`src/rtl/loader_pkg.sv`:
```
// Shared definitions for the program loader: FSM states and stream geometry.
package loader_pkg;

  localparam int unsigned LEN_W_DEF      = 16;
  localparam int unsigned BYTES_PER_WORD = 4;
  localparam int unsigned WORD_STRIDE    = 4;

  typedef enum logic [2:0] {
    LEN_HI = 3'd0,
    LEN_LO = 3'd1,
    LOAD   = 3'd2,
    WRITE  = 3'd3,
    CHK    = 3'd4,
    DONE   = 3'd5,
    ERR    = 3'd6
  } state_t;

endpackage

```
`src/rtl/byte_packer.sv`:
```
// Big-endian byte packer: shifts bytes left into a 32-bit word.
// Ports:
//   clk, rst_n     clock, synchronous active-low reset
//   shift_en       shift byte_in into the low byte this cycle
//   byte_in        incoming stream byte
//   word           packed word (first byte ends up in bits 31:24)
//   count          bytes accepted into the current word (0..3)
//   full           high after the 4th shift, cleared by the next shift or reset
module byte_packer
  import loader_pkg::*;
(
  input  logic        clk,
  input  logic        rst_n,
  input  logic        shift_en,
  input  logic [7:0]  byte_in,
  output logic [31:0] word,
  output logic [1:0]  count,
  output logic        full
);

  logic [31:0] r_word;
  logic [1:0]  r_count;
  logic        r_full;

  // Shift register and byte counter; counter wraps naturally after 4 bytes.
  always_ff @(posedge clk) begin
    if (!rst_n) begin
      r_word  <= '0;
      r_count <= '0;
      r_full  <= 1'b0;
    end else if (shift_en) begin
      r_word  <= {r_word[23:0], byte_in};
      r_count <= r_count + 2'd1;
      r_full  <= (r_count == 2'(BYTES_PER_WORD - 1));
    end
  end

  assign word  = r_word;
  assign count = r_count;
  assign full  = r_full;

endmodule

```
`src/rtl/program_loader.sv`:
```
// Program loader: receives a length-prefixed byte stream, packs it big-endian
// into 32-bit words, writes them to instruction memory and releases the CPU
// once the whole image is in place.
// Optional feature: define PROGRAM_LOADER_CHECKSUM_EN to require a trailing
// XOR checksum byte before the CPU is released.
// Ports:
//   clk, rst_n          clock, synchronous active-low reset
//   byte_valid/data     stream input, transfers when byte_valid && byte_ready
//   byte_ready          loader can accept a byte (decoded from state)
//   mem_we/addr/wdata   instruction-memory write port, one pulse per word
//   cpu_hold            stalls the CPU until a successful load
//   done, error         terminal status flags
//   words_loaded        words written so far
module program_loader
  import loader_pkg::*;
#(
  parameter logic [31:0] BASE_ADDR = 32'h0000_0000,
  parameter int unsigned MAX_WORDS = 1024,
  parameter int unsigned LEN_W     = LEN_W_DEF
) (
  input  logic             clk,
  input  logic             rst_n,
  input  logic             byte_valid,
  input  logic [7:0]       byte_data,
  output logic             byte_ready,
  output logic             mem_we,
  output logic [31:0]      mem_addr,
  output logic [31:0]      mem_wdata,
  output logic             cpu_hold,
  output logic             done,
  output logic             error,
  output logic [LEN_W-1:0] words_loaded
);

`ifdef PROGRAM_LOADER_CHECKSUM_EN
  localparam state_t FIN_ST = CHK;
`else
  localparam state_t FIN_ST = DONE;
`endif

  state_t           r_state, w_state_nx;
  logic [7:0]       r_len_hi;
  logic [LEN_W-1:0] r_len;
  logic [LEN_W-1:0] r_words;
  logic [LEN_W-1:0] w_words_inc;
  logic [LEN_W-1:0] w_len;
  logic [31:0]      r_addr;
  logic             r_we;
  logic             r_hold;
  logic             r_done;
  logic             r_error;
  logic             w_accept;
  logic             w_shift;
  logic [31:0]      w_word;
  logic [1:0]       w_count;
  logic             w_full;
`ifdef PROGRAM_LOADER_CHECKSUM_EN
  logic [7:0]       r_csum;
`endif

  assign byte_ready  = (r_state == LEN_HI) || (r_state == LEN_LO) ||
                       (r_state == LOAD)   || (r_state == CHK);
  assign w_accept    = byte_valid && byte_ready;
  assign w_shift     = w_accept && (r_state == LOAD);
  assign w_len       = LEN_W'({r_len_hi, byte_data});
  assign w_words_inc = r_words + LEN_W'(1);

  byte_packer u_packer (
    .clk      (clk),
    .rst_n    (rst_n),
    .shift_en (w_shift),
    .byte_in  (byte_data),
    .word     (w_word),
    .count    (w_count),
    .full     (w_full)
  );

  // Next-state decode.
  always_comb begin
    w_state_nx = r_state;
    case (r_state)
      LEN_HI: if (w_accept) w_state_nx = LEN_LO;
      LEN_LO: begin
        if (w_accept) begin
          if (w_len == '0)                          w_state_nx = FIN_ST;
          else if (32'(w_len) > 32'(MAX_WORDS))     w_state_nx = ERR;
          else                                      w_state_nx = LOAD;
        end
      end
      LOAD:   if (w_accept && (w_count == 2'(BYTES_PER_WORD - 1))) w_state_nx = WRITE;
      WRITE:  w_state_nx = (w_words_inc < r_len) ? LOAD : FIN_ST;
`ifdef PROGRAM_LOADER_CHECKSUM_EN
      CHK:    if (w_accept) w_state_nx = (byte_data == r_csum) ? DONE : ERR;
`endif
      default: w_state_nx = r_state;
    endcase
  end

  // State register, registered outputs and counters.
  always_ff @(posedge clk) begin
    if (!rst_n) begin
      r_state  <= LEN_HI;
      r_len_hi <= '0;
      r_len    <= '0;
      r_words  <= '0;
      r_addr   <= BASE_ADDR;
      r_we     <= 1'b0;
      r_hold   <= 1'b1;
      r_done   <= 1'b0;
      r_error  <= 1'b0;
`ifdef PROGRAM_LOADER_CHECKSUM_EN
      r_csum   <= '0;
`endif
    end else begin
      r_state <= w_state_nx;
      r_we    <= (w_state_nx == WRITE);
      r_hold  <= (w_state_nx != DONE);
      r_done  <= (w_state_nx == DONE);
      r_error <= (w_state_nx == ERR);
      if ((r_state == LEN_HI) && w_accept) r_len_hi <= byte_data;
      if ((r_state == LEN_LO) && w_accept) r_len    <= w_len;
      if (r_state == WRITE) begin
        r_addr  <= r_addr + 32'(WORD_STRIDE);
        r_words <= w_words_inc;
      end
`ifdef PROGRAM_LOADER_CHECKSUM_EN
      if (w_shift) r_csum <= r_csum ^ byte_data;
`endif
    end
  end

  assign mem_we       = r_we;
  assign mem_addr     = r_addr;
  // Present the word only once all four bytes are in; zero while filling.
  assign mem_wdata    = w_full ? w_word : 32'h0;
  assign cpu_hold     = r_hold;
  assign done         = r_done;
  assign error        = r_error;
  assign words_loaded = r_words;

endmodule

```
`config.mk`:
```
export PLATFORM = sky130hd
export DESIGN_NAME = program_loader
export DESIGN_NICKNAME = d
export VERILOG_FILES = /design/src/rtl/loader_pkg.sv /design/src/rtl/byte_packer.sv /design/src/rtl/program_loader.sv
export SDC_FILE = /design/constraint.sdc
export NUM_CORES = 1
export LEC_CHECK = 0
export ABC_AREA = 0
export BUFFER_PORTS_ARGS = -buffer_cell sky130_fd_sc_hd__clkbuf_2
export CAP_MARGIN = 20
export CORE_UTILIZATION = 30
export DETAILED_ROUTE_END_ITERATION = 10
export PLACE_DENSITY_LB_ADDON = 0.3
export SYNTH_ARGS = -nofsm -noshare
export SYNTH_HDL_FRONTEND = slang
export SYNTH_HIERARCHICAL = 1
export SYNTH_SLANG_ARGS = --single-unit
```
`constraint.sdc`:
```
create_clock -name clk -period 4.95 [get_ports clk]
set_clock_uncertainty 0.1 [all_clocks]
set_input_delay 0.7425 -clock clk [delete_from_list [all_inputs] [get_ports clk]]
set_output_delay 0.7425 -clock clk [all_outputs]
set_load 0.005 [all_outputs]
```
# Yosys cells after proc, flatten, opt, wreduce, memory -nomap -nowiden
# Index checks and enable logic that the tools add are counted.
# word_totals
mem_bits_ro	0
register_bits	114
ram_bits	0
wordCells	44
memories	0
latch_bits	0
inputBits	11
output_inout_bits	85
# op_classes
reduce_logical	10
bitwise	0
shift	0
eq_ne	9
order_cmp	2
add_sub_neg	3
mux	8
div	0
multipliers	0
# ops
op	n
$add A32 B3 Y32 const B	1
$mux W32	1
$mux W3	6
$add A16 B1 Y16 const B	1
$gt A16 B11 Y1 const B	1
$logic_not A16 Y1	1
$lt A16 B16 Y1	1
$pmux W3 S4	1
$eq A3 B2 Y1 const B	3
$eq A3 B3 Y1 const B	3
$logic_and A1 B1 Y1	5
$eq A3 B1 Y1 const B	1
$logic_not A3 Y1	1
$logic_or A1 B1 Y1	3
$ne A3 B3 Y1 const B	1
$add A2 B1 Y2 const B	1
$eq A2 B2 Y1 const B	1

# Longest topological paths before layout
# Gate-level depths: netlist of run 1.
# depth
depth_word	9
ltp_mapped	14
depth_no_buf	13

# Modules after synthesis
# Netlist of run 1, hierarchy kept.
# modules_own_cells
module	instances	cells_per_inst	area_each_um2	seq_area_each_um2
program_loader	1	493	3940.0	1541.5
byte_packer	1	113	1353.8	700.7

# Worst setup path before layout of run 1
# No wires, ideal clock.
# synth_timing
kind	reg-to-reg
startpoint	register r_words[0], in the netlist words_loaded[0]
endpoint	register r_hold, in the netlist cpu_hold
stages_incl_launch_ff	14
setup_time_ns	0.134
slack_ns	1.478
period_less_slack_ns	3.472
t_arrival_ns	3.238
n_path_buf	0
required_time_ns	4.716
cell_sequence	dfxtp_1 > ha_1 > nand3_1 > nor4_1 > nand3_1 > nor2_1 > xor2_1 > ha_1 > nand4_1 > nor3_1 > o311ai_1 > nand4_2 > a222oi_1 > or4_1
# synth_via
elab_chain_cells	5
# synth_rtl
item	line	text
start, declared	program_loader.sv:44	logic [LEN_W-1:0] r_words;
start signal, assigned	program_loader.sv:124	r_words <= w_words_inc;
$add A16 B1 Y16	program_loader.sv:66	assign w_words_inc = r_words + LEN_W'(1);
via w_words_inc[14]	program_loader.sv:45	logic [LEN_W-1:0] w_words_inc;
$lt A16 B16 Y1	program_loader.sv:91	WRITE: w_state_nx = (w_words_inc < r_len) ? LOAD : FIN_ST;
$mux W3	program_loader.sv:91	
$pmux W3 S4	program_loader.sv:81	case (r_state)
$ne A3 B3 Y1	program_loader.sv:117	r_hold <= (w_state_nx != DONE);
end signal, assigned	program_loader.sv:117	
end, declared	program_loader.sv:49	logic r_hold;
# The timed path passes the listed nets, and every way through them passes these cells.
# A chain may end at the register's enable or synchronous reset.

# Worst setup path in the final report of run 1
# layout_timing
startpoint	register r_words[0], in the netlist words_loaded[0]
endpoint	register r_we, in the netlist mem_we
# layout_via
elab_chain_cells	5
# layout_rtl
item	line	text
$add A16 B1 Y16	program_loader.sv:66	
via w_words_inc[14]	program_loader.sv:45	
$lt A16 B16 Y1	program_loader.sv:91	
$mux W3	program_loader.sv:91	
$pmux W3 S4	program_loader.sv:81	
$eq A3 B2 Y1	program_loader.sv:116	r_we <= (w_state_nx == WRITE);
end signal, assigned	program_loader.sv:116	
end, declared	program_loader.sv:48	logic r_we;
# The timed path passes the listed nets, and every way through them passes these cells.

==> results.yml, run 1 <==
sta:
  tns_ps: 0
  rsz0062_at_grt: "false"
  worst_pin_slew_ps: 1120
  finalCriticalPeriod_ps: 3900
  period_share_pct: 78.7
  hold_viol_final: 0
  drv_slew: 0
  timing.fmax_mhz: 257
  setup_ws_ps: 1050
  setup_viol: 0
  slew_headroom_pct: 25.2
route:
  first_iter_violations: 147
  vias: 4136
  drcViolationCount: 0
  wire_per_inst_um: 13.5
  wirelength_um: 12200
  drtAntennaViolNets: 0
  viasPerCell: 4.56
  first_pass_iters: 4
placement:
  dp_slack_ps: 1060
  port_buffers: 93
  gp_congestion: 0.743
  post-place-cells: 892
  dp_hpwl_um: 8590
clock_tree:
  cts_resized: 0
  clockRootBuffer: "clkbuf_16"
  clk_pin_slew_worst_paths_ps: 70
  cts_buffers: 9
  htree_levels: 3
  cts_sinks: 112
  ctsHoldBuffers: 0
  post_cts_buffers: 0
  worstSkewPairLatency_ps: 360
  cts_tree: "built"
  clockBufferDepth: 2
global_routing:
  grt_pass1_vias: 3735
  grt-ovfl-total: 0
  grt_antenna_before_repair: 0
  grt_max_degree: 40
  grt_pass1_wl_um: 20100
  track_usage_pct: 14.2
layout:
  nFillCells: 1818
  multiInputGateArea_mm2: 0.00281
  antennaDiodeCount: 0
  area_growth_pct: 16.9
  final_nets: 707
  instances_no_fill: 908
  area.sequential_mm2: 0.00224
  drive_gt1_share_pct: 17.4
  final_util_pct: 35.9
synthesis:
  synth_top_family_by_area: "simple AND/OR/NAND/NOR gates"
  synth_simple_gate_area_share_pct: 26.9
  yosysWarnings: 6
  muxShareOfSynthArea_pct: 6.43
  synth_cell_types: 47
  yosys.area_share.adder_pct: 4.25
  synth_xor_area_share_pct: 8.11
  synth-compound-area-share_pct: 7.21
  postSynthCellCount: 606
  seq_area_frac_synth_pct: 42.4
  ys_ff_latch: 112
  syn_area_mm2: 0.00529
  avgSynthCellArea_um2: 8.74
power:
  pwr-share-comb_pct: 7.7
  p_int_mw: 1.44
  p_sw_share_pct: 24.0
  finalPower_mw: 1.89
  power.leakage_nw: 2.41
  p_sw_mw: 0.455
  seqPwrFrac_pct: 49.9
  ir_worst_vdd_mv: 0.176
  power_density_mw_per_mm2: 305
  power_frac_clock_pct: 42.4
die:
  die_y_um: 135
  core_mm2: 0.0172
  start_util_pct: 30.7
  rows: 48
  ioPinCount: 96
  die_w_um: 135
  die-area_mm2: 0.0182
critical_path:
  crit_required_ps: 5100
  path_max_fanout: 6
  worst_setup_path_end_kind: "flop"
  arrival_ps: 4050
  r2r_slack_ps: 1050
  worst_setup_path_start_kind: "flop"
  worstSetupPathType: "flop to flop"
hold_path:
  worstHoldPathType: "flop to flop"
status:
  status: "finished clean"
flow_run:
  cap_violations: 0
[area by class of cell]
type | count | area share [%]
clock buffers | 11 | 3.92
clock inverters | 5 | 1.29
inverters | 16 | 0.970
multi-input cells | 445 | 45.4
flip-flops and latches | 112 | 36.2
well taps | 225 | 4.55
repair buffers | 94 | 7.64
[power groups by stage]
| stage | combinational, mW | clock, mW | sequential [mW] |
|---|---|---|---|
| after floorplan | 0.121 | 0 | 0.957 |
| after global placement | 0.146 | 0 | 0.965 |
| after detailed placement | 0.146 | 0 | 0.965 |
| after CTS | 0.147 | 0.825 | 0.944 |
| after global routing | 0.163 | 0.862 | 0.948 |
| final | 0.145 | 0.802 | 0.943 |
[worst max-delay path, stage by stage, from the launching register on]
cell	delay [ps]
dfxtp_1	440
ha_1	230
nand3_1	190
nor4_1	550
nand3_1	270
nor2_1	190
xor2_1	160
ha_1	270
a21oi_1	160
nand2_1	60
a21oi_1	240
nand4_2	170
a222oi_1	520
and3b_1	240
[layout by cell type (no fill, tap or decap), types with 5 or more instances in the layout]
master     instances
dfxtp_1          112
clkbuf_2          93
or3_1             11
clkbuf_16          9
nor2b_1           37
nand2_1           82
mux2i_1           34
o21ai_0           12
xnor2_1           14
xor2_1            35
a21oi_1           45
inv_1             15
nor2_1            43
nand4_1           10
nand3_1           18
and2_1            38
nor3_1             6
and4_1             6
ha_1              18
and3_1             5
[through the flow]
step	hold WS [ps]	area, um^2
3_3_place_gp	345	5870
2_1_floorplan	336	5300
3_5_place_dp	347	5870
5_1_grt	378	6190
6_report	356	6190
4_1_cts	357	6190
[flip-flops by register name, summed over array words and instances, names as in the netlist, 2 cells and up]
register and flops:
r_len_hi 8, u_packer/count 2, r_len 16, mem_addr 30
u_packer/word 32, r_state 3, words_loaded 16
[Yosys cell counts (all sizes together)]
| cell | count | area (um^2) |
|---|---|---|
| dfxtp | 112 | 2240 |
| nand2 | 82 | 308 |
| a21oi | 46 | 234 |
| nor2 | 43 | 161 |
| and2 | 39 | 244 |
| nor2b | 37 | 231 |
| xor2 | 35 | 307 |
| mux2i | 34 | 340 |
| clkbuf | 25 | 93.8 |
| nand3 | 19 | 100 |
| ha | 18 | 225 |
| inv | 16 | 60.1 |
| xnor2 | 14 | 123 |
| o21ai | 12 | 60.1 |
| nand4 | 11 | 75.1 |
| or3 | 11 | 68.8 |
| buf | 9 | 92.6 |
| and4 | 6 | 52.6 |
| nor3 | 6 | 30.0 |
| and3 | 5 | 31.3 |
| nor4 | 4 | 25.0 |
| or4 | 4 | 41.3 |
| and3b | 2 | 17.5 |
| o21a | 2 | 15.0 |
| a2111oi | 1 | 8.76 |
| a21bo | 1 | 10.0 |
| a21boi | 1 | 11.3 |
| a222oi | 1 | 10.0 |
| a2bb2oi | 1 | 8.76 |
| a31oi | 1 | 6.26 |
| a41oi | 1 | 8.76 |
| and2b | 1 | 8.76 |
| and4b | 1 | 10.0 |
| conb | 1 | 3.75 |
| nand2b | 1 | 6.26 |
| nor3b | 1 | 7.51 |
| o311ai | 1 | 8.76 |
| or2 | 1 | 6.26 |
[logic make-up (layout without fill, tap and decap cells)]
kind of cell | count (synthesis) | after routing
other cells | 1 | 2
fa+ha+maj | 18 | 18
flops | 112 | 112
simple gates | 274 | 274
xor+xnor | 49 | 49
buf+inv | 50 | 126
mux | 34 | 34
compound gates | 68 | 68
[final timing paths]
check,startpoint,to,depth (start not counted)
worst min register to register,r_len[8],r_len[8],2
worst max-delay path,words_loaded[0],mem_we,13
worst min-delay path,r_len[8],r_len[8],2
worst max register to register,words_loaded[0],mem_we,13
[layer usage]
| layer | up-vias | track usage [%] | wire (um) |
|---|---|---|---|
| li1 | 2164 | - | - |
| met4 | 0 | 6.74 | 223 |
| met5 | - | 0 | 0 |
| met3 | 10 | 2.33 | 324 |
| met2 | 47 | 22.0 | 5630 |
| met1 | 1915 | 19.3 | 6040 |
No activity file was read; power rests on OpenSTA's default activity.
==> run 2: changes to the inputs <==
==> constraint.sdc (replaced) <==
create_clock -name clk -period 3.52 [get_ports clk]
set_clock_uncertainty 0.1 [all_clocks]
set_input_delay 0.528 -clock clk [delete_from_list [all_inputs] [get_ports clk]]
set_output_delay 0.528 -clock clk [all_outputs]
set_load 0.005 [all_outputs]
==> results.yml, run 2 (synthesis results as in run 1) <==
global_routing:
  grt_antenna_before_repair: 0
  grt_max_degree: 44
  track_usage_pct: 13.9
  grt_pass1_vias: 3802
  grt-ovfl-total: 0
  grt_pass1_wl_um: 19800
critical_path:
  cpPeakStageDelay_ps: 540
  path_max_fanout: 5
  worstSetupPathType: "flop to flop"
  cp_cell_sequence: "nand2_1, or4_4, or2_4, buf_4, xnor2_1, ha_1, a21oi_1, o21a_1, a2bb2oi_2, nand4_2, a222oi_1, buf_4, nor2_1"
  worst_setup_path_end_kind: "flop"
  worst_setup_path_start_kind: "flop"
  slowest_stage: "or4_4"
  cp_common_cell: "buf_4"
  arrival_ps: 3490
  crit_required_ps: 3640
placement:
  gp_congestion: 0.756
  post-place-cells: 908
  port_buffers: 93
  dp_hpwl_um: 8730
  dp_slack_ps: -4.75
route:
  first_iter_violations: 171
  drtAntennaViolNets: 0
  wirelength_um: 12300
  viasPerCell: 4.57
  vias: 4243
  drcViolationCount: 0
  wire_per_inst_um: 13.2
  first_pass_iters: 4
sta:
  timing.fmax_mhz: 297
  drv_slew: 0
  slew_headroom_pct: 43.4
  worst_pin_slew_ps: 847
  hold_viol_final: 0
  period_share_pct: 95.6
  tns_ps: 0
  setup_ws_ps: 155
  finalCriticalPeriod_ps: 3360
  setup_viol: 0
clock_tree:
  cts_buffers: 9
  worstSkewPairLatency_ps: 360
  clockRootBuffer: "clkbuf_16"
  cts_tree: "built"
  ctsHoldBuffers: 0
  htree_levels: 3
  cts_sinks: 112
  clockBufferDepth: 2
  clk_pin_slew_worst_paths_ps: 80
layout:
  final_nets: 728
  final_util_pct: 37.0
  drive_gt1_share_pct: 21.7
  antennaDiodeCount: 0
  area_growth_pct: 20.5
  multiInputGateArea_mm2: 0.00286
  final_cell_mix: "dfxtp_1 (109), clkbuf_2 (93), nand2_1 (82)"
  instances_no_fill: 929
  mostFrequentLayoutCell: "dfxtp_1"
  largest_reg_flops: 32
  nFillCells: 1807
  area.sequential_mm2: 0.00225
power:
  power.leakage_nw: 2.51
  seqPwrFrac_pct: 51.7
  power_frac_clock_pct: 39.6
  pwr-share-comb_pct: 8.7
  finalPower_mw: 2.57
  p_int_mw: 1.89
  p_sw_share_pct: 26.5
  power_density_mw_per_mm2: 402
  ir_worst_vdd_mv: 0.256
  p_sw_mw: 0.680
die:
  die-area_mm2: 0.0182
  start_util_pct: 30.7
  die_w_um: 135
  rows: 48
  ioPinCount: 96
  core_mm2: 0.0172
  die_y_um: 135
flow_run:
  cap_violations: 0
status:
  status: "finished clean"
hold_path:
  worstHoldPathType: "input port to flop"
## run 2: changes by cell type in the layout (fill, tap and decap cells not counted), sizes merged
| cell | before | now |
|---|---|---|
| bufinv | 2 | 0 |
| clkbuf | 104 | 102 |
| buf | 1 | 22 |
| clkinvlp | 2 | 0 |
| inv | 16 | 20 |
| clkinv | 1 | 3 |
## run 2: routing by layer
metal | global-route usage, % | wire, um | vias to the layer above | share of wire (%)
li1 | - | - | 2210 | -
met4 | 6.80 | 265 | 0 | 2.2
met3 | 2.10 | 314 | 14 | 2.6
met1 | 18.3 | 6040 | 1957 | 49
met2 | 22.1 | 5660 | 62 | 46
met5 | 0 | 0 | - | 0
## run 2: timing repair
item                                    in CTS  in global routing
pin swaps                                    0                 11
buffers inserted                             0                  5
resized for setup                            1                 14
endpoints found under the setup margin       1                  5
endpoints found under the hold margin        0                  0
## run 2: worst paths after layout
| check | to | cells past startpoint | slack [ps] | startpoint |
|---|---|---|---|---|
| worst min register to register | r_len[15] | 2 | 360 | r_len[15] |
| worst max register to register | r_state[0] | 13 | 160 | words_loaded[3] |
| worst max-delay path | r_state[0] | 13 | 160 | words_loaded[3] |
| worst min-delay path | r_len_hi[6] | 3 | 340 | byte_data[6] |
## run 2: critical path: cells and delay by family (launching register included)
kind,cells,cell delay [ps]
simple gates,5,1070
flops,1,340
buf+inv,2,340
compound gates,4,960
xor+xnor,1,120
fa+ha+maj,1,300
## run 2: through the flow
step           hold slack (ps)  instance area [um^2]
6_report                   341                  6380
3_3_place_gp               345                  6000
4_1_cts                    326                  6290
3_5_place_dp               348                  6000
5_1_grt                    342                  6380
2_1_floorplan              336                  5300
## run 2: layout make-up
cell class / instances / share of cell area, %
clock buffers: 9 / 3.53
clock inverters: 7 / 0.961
inverters: 16 / 0.941
multi-input cells: 445 / 44.9
flip-flops and latches: 112 / 35.2
well taps: 225 / 4.41
repair buffers: 115 / 10.1
## run 2: power by group through the flow
stage	Combinational [mW]	Clock [mW]	Sequential, mW
6_report	0.223	1.02	1.33
5_1_grt	0.246	1.10	1.33
4_1_cts	0.216	1.06	1.33
3_5_place_dp	0.214	0	1.36
3_3_place_gp	0.212	0	1.36
2_1_floorplan	0.171	0	1.35
==> run 3: changes to the inputs <==
--- a/config.mk
+++ b/config.mk
@@ -10,7 +10,7 @@
 export CAP_MARGIN = 20
 export CORE_UTILIZATION = 30
 export DETAILED_ROUTE_END_ITERATION = 10
-export PLACE_DENSITY_LB_ADDON = 0.3
+export GPL_TIMING_DRIVEN = 0
 export SYNTH_ARGS = -nofsm -noshare
 export SYNTH_HDL_FRONTEND = slang
 export SYNTH_HIERARCHICAL = 1
==> results.yml, run 3 (synthesis results as in run 1) <==
status:
  status: "complete, but fails checks"
  violations: "setup timing"
clock_tree:
  clk_pin_slew_worst_paths_ps: 70
  cts_buffers: 9
  ctsHoldBuffers: 0
  worstSkewPairLatency_ps: 360
  htree_levels: 3
  cts_sinks: 112
  clockRootBuffer: "clkbuf_16"
  clockBufferDepth: 2
  cts_tree: "built"
critical_path:
  cp_top_family: "simple AND/OR/NAND/NOR gates"
  cpPeakStageDelay_ps: 550
  worst_setup_path_end_kind: "flop"
  critical_path_buf_inv_count: 1
  arrival_ps: 3710
  worstSetupPathType: "flop to flop"
  slowest_stage: "or4_4"
  crit_required_ps: 3650
  worst_setup_path_start_kind: "flop"
  path_max_fanout: 7
  cp_cell_sequence: "nand2_2, or4_4, or2_4, nor2_2, xor2_1, ha_1, nand4_1, nor3_4, o311ai_4, nand4_2, a222oi_1, buf_4, or4_1"
die:
  core_mm2: 0.0172
  die-area_mm2: 0.0182
  start_util_pct: 30.7
  die_y_um: 135
  die_w_um: 135
  rows: 48
  ioPinCount: 96
route:
  viasPerCell: 4.62
  wire_per_inst_um: 13.5
  wirelength_um: 12900
  vias: 4429
  drcViolationCount: 0
  drtAntennaViolNets: 0
  first_iter_violations: 156
  first_pass_iters: 4
sta:
  setup_ws_ps: -57.9
  drv_slew: 0
  setup_viol: 2
  tns_ps: -80.9
  worst_pin_slew_ps: 646
  rsz0062_at_grt: "true"
  finalCriticalPeriod_ps: 3580
  slew_headroom_pct: 56.9
  period_share_pct: 102
  timing.fmax_mhz: 279
  hold_viol_final: 0
layout:
  stdcell_area_mm2: 0.00661
  nFillCells: 1764
  drive_gt1_share_pct: 22.6
  final_cell_mix: "dfxtp_1 (103), clkbuf_2 (93), nand2_1 (81)"
  largest_reg_flops: 32
  final_nets: 759
  mostFrequentLayoutCell: "dfxtp_1"
  antennaDiodeCount: 0
  area_growth_pct: 24.8
power:
  seqPwrFrac_pct: 51.3
  power.leakage_nw: 2.59
  power_frac_clock_pct: 37.9
  ir_worst_vdd_mv: 0.202
  pwr-share-comb_pct: 10.8
  p_sw_mw: 0.674
  p_int_mw: 1.89
  p_sw_share_pct: 26.3
  power_density_mw_per_mm2: 388
hold_path:
  worstHoldPathType: "flop to flop"
global_routing:
  grt_pass1_vias: 4032
  grt-ovfl-total: 0
  grt_pass1_wl_um: 20600
  track_usage_pct: 14.4
  grt_max_degree: 19
  grt_antenna_before_repair: 0
placement:
  dpl_cell_area_mm2: 0.00604
  gp_congestion: 0.794
  port_buffers: 93
  dp_hpwl_um: 9220
  dp_slack_ps: -636
flow_run:
  cap_violations: 0
-- run 3: worst paths after layout --
| kind | start | to | slack [ps] | depth (start not counted) |
|---|---|---|---|---|
| max reg2reg | words_loaded[6] | cpu_hold | -60 | 13 |
| min | r_len[14] | r_len[14] | 360 | 2 |
| min reg2reg | r_len[14] | r_len[14] | 360 | 2 |
| max | words_loaded[6] | cpu_hold | -60 | 13 |
-- run 3: through the flow --
step	hold slack (ps)	utilization [%]	power, mW	std cells
final	358	38.3	2.57	959
after global routing	374	38.3	2.67	959
after floorplan	336	-	1.52	607
after detailed placement	348	35.1	1.59	925
after global placement	345	35.1	1.59	925
after CTS	359	37.4	2.56	945
-- run 3: per-layer routing --
metal  GRT usage (%)  up-vias  share of wire [%]
li1                -     2272                  -
met1            19.1     2097                 49
met2            23.0       47                 47
met3            3.00       13                3.0
met4            5.06        0                1.4
met5               0        -                  0
-- run 3: repair_timing --
| action | CTS | global route |
|---|---|---|
| cloned | 0 | 0 |
| gates resized for setup | 28 | 11 |
| setup endpoints to repair | 7 | 6 |
| setup buffers | 7 | 14 |
| pin swaps | 8 | 11 |
-- run 3: power by group through the flow --
| stage | Sequential, mW | Clock [mW] | Combinational, mW |
|---|---|---|---|
| 3_3_place_gp | 1.35 | 0 | 0.234 |
| 2_1_floorplan | 1.35 | 0 | 0.171 |
| 6_report | 1.32 | 0.972 | 0.278 |
| 4_1_cts | 1.32 | 0.991 | 0.252 |
| 5_1_grt | 1.32 | 1.04 | 0.307 |
| 3_5_place_dp | 1.35 | 0 | 0.236 |
-- run 3: worst reg2reg max path, stage by stage, from the launching register on --
cell and delay, ps:
dfxtp_4 380, nand2_2 50, or4_4 560, or2_4 290, nor2_2 100, xor2_1 90, ha_1 310, nand4_1 190
nor3_4 330, o311ai_4 170, nand4_2 160, a222oi_1 90, buf_4 180, or4_1 450
-- run 3: cell type report --
type                       instances  area, um^2  area share [%]
buffer                            32         178            2.69
clock inverter                     6        46.3           0.700
multi-input combinational        445        2920            44.1
inverter                          16        60.1           0.909
sequential                       112        2280            34.4
tap                              225         282            4.26
timing repair buffer             114         627            9.49
clock buffer                       9         225            3.41
